File: config.mk
export PLATFORM = sky130hd
export DESIGN_NAME = top
export DESIGN_NICKNAME = d
export VERILOG_FILES = /design/src/rtl/top_pkg.sv /design/src/rtl/rca_adder.sv /design/src/rtl/top.sv
export SDC_FILE = /design/constraint.sdc
export NUM_CORES = 1
export LEC_CHECK = 0
export CAP_MARGIN = 20
export CORE_ASPECT_RATIO = 0.8
export CORE_UTILIZATION = 49
export CTS_CLUSTER_DIAMETER = 30
export DETAILED_ROUTE_END_ITERATION = 12
export PLACE_DENSITY = 0.82
export SLEW_MARGIN = 20
export SYNTH_ARGS = -nofsm -noshare
export SYNTH_HDL_FRONTEND = slang
export SYNTH_SLANG_ARGS = --single-unit
File: constraint.sdc
create_clock -name clk -period 6.7 [get_ports clk]
set_clock_uncertainty 0.15 [all_clocks]
set_input_delay 1.005 -clock clk [delete_from_list [all_inputs] [get_ports clk]]
set_output_delay 1.005 -clock clk [all_outputs]
set_load 0.02 [all_outputs]
File: src/rtl/top_pkg.sv
`default_nettype none
// ============================================================================
// Module      : top_pkg
// Description : Shared widths for the registered adder/multiplier unit.
// Revision    : 1.0 - initial release
// ============================================================================
package top_pkg;

    localparam int unsigned N_DEFAULT = 4;
    localparam int unsigned SUM_W     = N_DEFAULT + 1;
    localparam int unsigned PROD_W    = 2 * N_DEFAULT;

    function automatic int unsigned sum_width(input int unsigned n);
        return n + 1;
    endfunction

    function automatic int unsigned prod_width(input int unsigned n);
        return 2 * n;
    endfunction

endpackage : top_pkg
`default_nettype wire

File: src/rtl/rca_adder.sv
`default_nettype none
// ============================================================================
// Module      : rca_adder
// Description : W-bit ripple-carry adder built from full-adder bit cells.
// Revision    : 1.0 - initial release
// ============================================================================
module rca_adder #(
    parameter int unsigned W = 4
) (
    input  logic [W-1:0] a,
    input  logic [W-1:0] b,
    input  logic         ci,
    output logic [W-1:0] s,
    output logic         co
);

    logic [W:0] w_c;

    assign w_c[0] = ci;

    for (genvar i = 0; i < W; i++) begin : g_fa
        assign s[i]     = a[i] ^ b[i] ^ w_c[i];
        assign w_c[i+1] = (a[i] & b[i]) | (w_c[i] & (a[i] ^ b[i]));
    end

    assign co = w_c[W];

endmodule : rca_adder
`default_nettype wire

File: src/rtl/top.sv
`default_nettype none
// ============================================================================
// Module      : top
// Description : Registered N-bit unsigned adder (with carry) and 2N-bit
//               shift-and-add multiplier sharing one operand pair.
// Revision    : 1.0 - initial release
// ============================================================================
module top
    import top_pkg::*;
#(
    parameter int unsigned N = N_DEFAULT
) (
    input  logic           clk,
    input  logic           rst,
    input  logic [N-1:0]   x,
    input  logic [N-1:0]   y,
    input  logic           cin,
    output logic [N-1:0]   sum,
    output logic           cout,
    output logic [2*N-1:0] prod
);

    logic [N-1:0]          w_sum;
    logic                  w_cout;
    logic [N-1:0][N-1:0]   w_pp;
    logic [N-1:0][N-1:0]   w_row_s;
    logic [N-1:0]          w_row_c;
    logic [2*N-1:0]        w_prod;

    logic [N-1:0]          r_sum;
    logic                  r_cout;
    logic [2*N-1:0]        r_prod;

    rca_adder #(.W(N)) u_sum_adder (
        .a  (x),
        .b  (y),
        .ci (cin),
        .s  (w_sum),
        .co (w_cout)
    );

    for (genvar i = 0; i < N; i++) begin : g_pp
        assign w_pp[i] = x & {N{y[i]}};
    end

    // Row 0 is the bare first partial product; each later row adds the next
    // partial product to the previous row shifted right by one (carry on top).
    assign w_row_s[0] = w_pp[0];
    assign w_row_c[0] = 1'b0;

    for (genvar i = 1; i < N; i++) begin : g_rows
        rca_adder #(.W(N)) u_row_adder (
            .a  (w_pp[i]),
            .b  ({w_row_c[i-1], w_row_s[i-1][N-1:1]}),
            .ci (1'b0),
            .s  (w_row_s[i]),
            .co (w_row_c[i])
        );
    end

    for (genvar i = 0; i < N; i++) begin : g_prod_lo
        assign w_prod[i] = w_row_s[i][0];
    end

    assign w_prod[2*N-1:N] = {w_row_c[N-1], w_row_s[N-1][N-1:1]};

    always_ff @(posedge clk) begin
        if (rst) begin
            r_sum  <= '0;
            r_cout <= 1'b0;
            r_prod <= '0;
        end else begin
            r_sum  <= w_sum;
            r_cout <= w_cout;
            r_prod <= w_prod;
        end
    end

    assign sum  = r_sum;
    assign cout = r_cout;
    assign prod = r_prod;

endmodule : top
`default_nettype wire

==> out/metrics.yaml <==
cts:
  cts_sinks: 13
  htreeDepth: 1
  numCtsBuffers: 3
  cts_tree: "done"
  postCtsHoldBufs: 0
  clk_pin_slew_ns: 0.09
  cts_setup_buffers: 0
  cts_root_buf: "clkbuf_4"
  clockBufferDepth: 2
  cts_resized: 0
timing:
  fin_setup_tns_ns: 0
  setup_viol: 0
  holdWs_ns: 1.28
  worst_pin_slew_ns: 0.547
  clock.fmax_mhz: 198
  hold_violations: 0
  rsz0062_at_grt: "false"
  post-route-worst-setup-slack_ns: 1.65
  drv_slew: 0
  max_slew_margin: 0.634
  post-route-min-period_ns: 5.05
  period_share: 0.753
hold_path:
  hold_end: "sum[0]"
  hp-start: "cin"
  hp-class: "in -> reg"
  min_path_cells: 4
placed_design:
  preCtsSetupSlack_ns: 1.35
  portBuffers: 23
  gp_congestion: 0.756
  dp_cells: 123
  hpwl_um: 1150
layout:
  area_delta_synth_final_pct: 32.4
  final_core_util: 0.688
  most-common-layout-cells: "clkdlybuf4s50_1 (23), inv_1 (20), dfxtp_1 (13)"
  drive_gt1_frac: 0.124
  final_common_cell: "clkdlybuf4s50_1"
  diodes: 0
  final_nets: 137
  instances_no_fill: 127
critical_path:
  path_buf_inv: 7
  cpMostUsedCell: "fa_1"
  crit_path_end_kind: "flop"
  startpoint: "y[1]"
  cp_slowest_cell: "clkdlybuf4s50_1"
  crit_type: "in -> reg"
  worst-path-stages: 17
  cp_cell_sequence: "clkdlybuf4s50_1, and2_1, ha_1, inv_1, fa_1, fa_1, inv_1, fa_1, inv_1, fa_1, inv_1, fa_1, inv_1, fa_1, inv_1, fa_1, nor2b_2"
  arrival_ns: 5.05
  crit_fanout: 5
  start_kind: "input port"
  required_ns: 6.70
  cpPeakStageDelay_ns: 0.59
  crit_family: "adder cells"
power:
  p_per_area_nw_per_um2: 188
  leakage_uw: 0.000539
  ir_drop_mv: 0.145
drt:
  vias_per_cell: 4.50
  via_count: 571
  wl_per_cell_um: 10.7
  wirelength_um: 1360
  drt_iter0_drc: 9
  drtPass1Iterations: 3
  drc: 0
  ant_nets: 0
logic_synthesis:
  synthTopCellsByArea: "dfxtp_1 (31%), fa_1 (28%), ha_1 (12%), inv_1 (8.9%), nor2b_2 (6.2%)"
  synthCells: 79
  yosysSeqAreaShare: 0.308
  synth.net_count: 110
  synth_cell_types: 10
  yosysTopAreaCell: "dfxtp_1"
  syn_avg_cell_area_um2: 10.7
  synthesis.area_um2: 846
  yosysWarnings: 0
  yosysTopAreaCellShare: 0.308
  ys_ff_latch: 13
die:
  die-width_um: 48.5
  die_height_um: 39.2
  rows: 13
  ioPinCount: 24
  core_um2: 1630
  die-area_um2: 1900
  start_util: 0.520
global_route:
  antenna_found_initial: 0
  grtUsageTotal: 0.173
  grt_start_max_net_pins: 14
  grt_pass1_vias: 589
  grt_overflow_total: 0
  grt_pass1_wl_um: 2370
outcome:
  status: "complete, no violations"
flow_run:
  cap_violations: 0
-- worst min-delay path, delay by kind of cell --
| kind | cells | cell delay (ns) |
|---|---|---|
| adders and majority gates | 1 | 0.15 |
| and+or+nand+nor | 1 | 0.04 |
| buffers and inverters | 2 | 0.48 |
-- cells in the mapped netlist --
library cell,instances
and2_1,8
and2b_2,3
buf_6,1
dfxtp_1,13
fa_1,12
ha_1,8
inv_1,20
nand2_1,4
nor2_1,4
nor2b_2,6
-- area by class of cell --
cell class | instances | area [um2]
sequential | 13 | 260
multi-input combinational | 45 | 499
timing repair buffer | 23 | 230
tap | 22 | 27.5
inverter | 20 | 75.1
clock buffer | 3 | 22.5
clock inverter | 1 | 5.00
fill | 124 | 507
-- cells by family (layout without fill, tap and decap cells) --
group	after synthesis	in the layout	synth area share
buf+inv	21	47	0.102
simple gates	25	25	0.188
flops	13	13	0.308
fa+ha+maj	20	20	0.402
-- worst max-delay path by stage --
stage	slack, ns	end
2_1_floorplan	2.15	prod[6]
3_3_place_gp	1.43	prod[6]
3_5_place_dp	1.35	prod[6]
4_1_cts	1.65	prod[6]
5_1_grt	1.44	prod[6]
6_report	1.65	prod[6]
-- routing by layer --
layer,GRT usage,share of wire,vias to the layer above
met5,0,0,-
met1,0.182,0.43,284
met2,0.352,0.54,12
met4,0.0809,0.0088,0
met3,0.0275,0.020,2
li1,-,-,273
-- registers in the layout (all words and copies together) (netlist names) --
| register | count |
|---|---|
| sum | 4 |
| cout | 1 |
| prod | 8 |
-- metrics by stage --
stage | instance area [um2] | total power [uW]
after floorplan | 846 | 131
after global routing | 1120 | 226
after global placement | 1090 | 161
after CTS | 1120 | 213
final | 1120 | 210
after detailed placement | 1090 | 164
-- power by group --
part	switching, uW	internal [uW]	total (uW)	leakage (uW)
combinational	35.6	36.8	72.3	0.000413
clock	27.1	22.1	49.3	0.0000177
sequential	2.14	86.5	88.6	0.000108
Note: power is estimated with default switching activity, not from simulation.
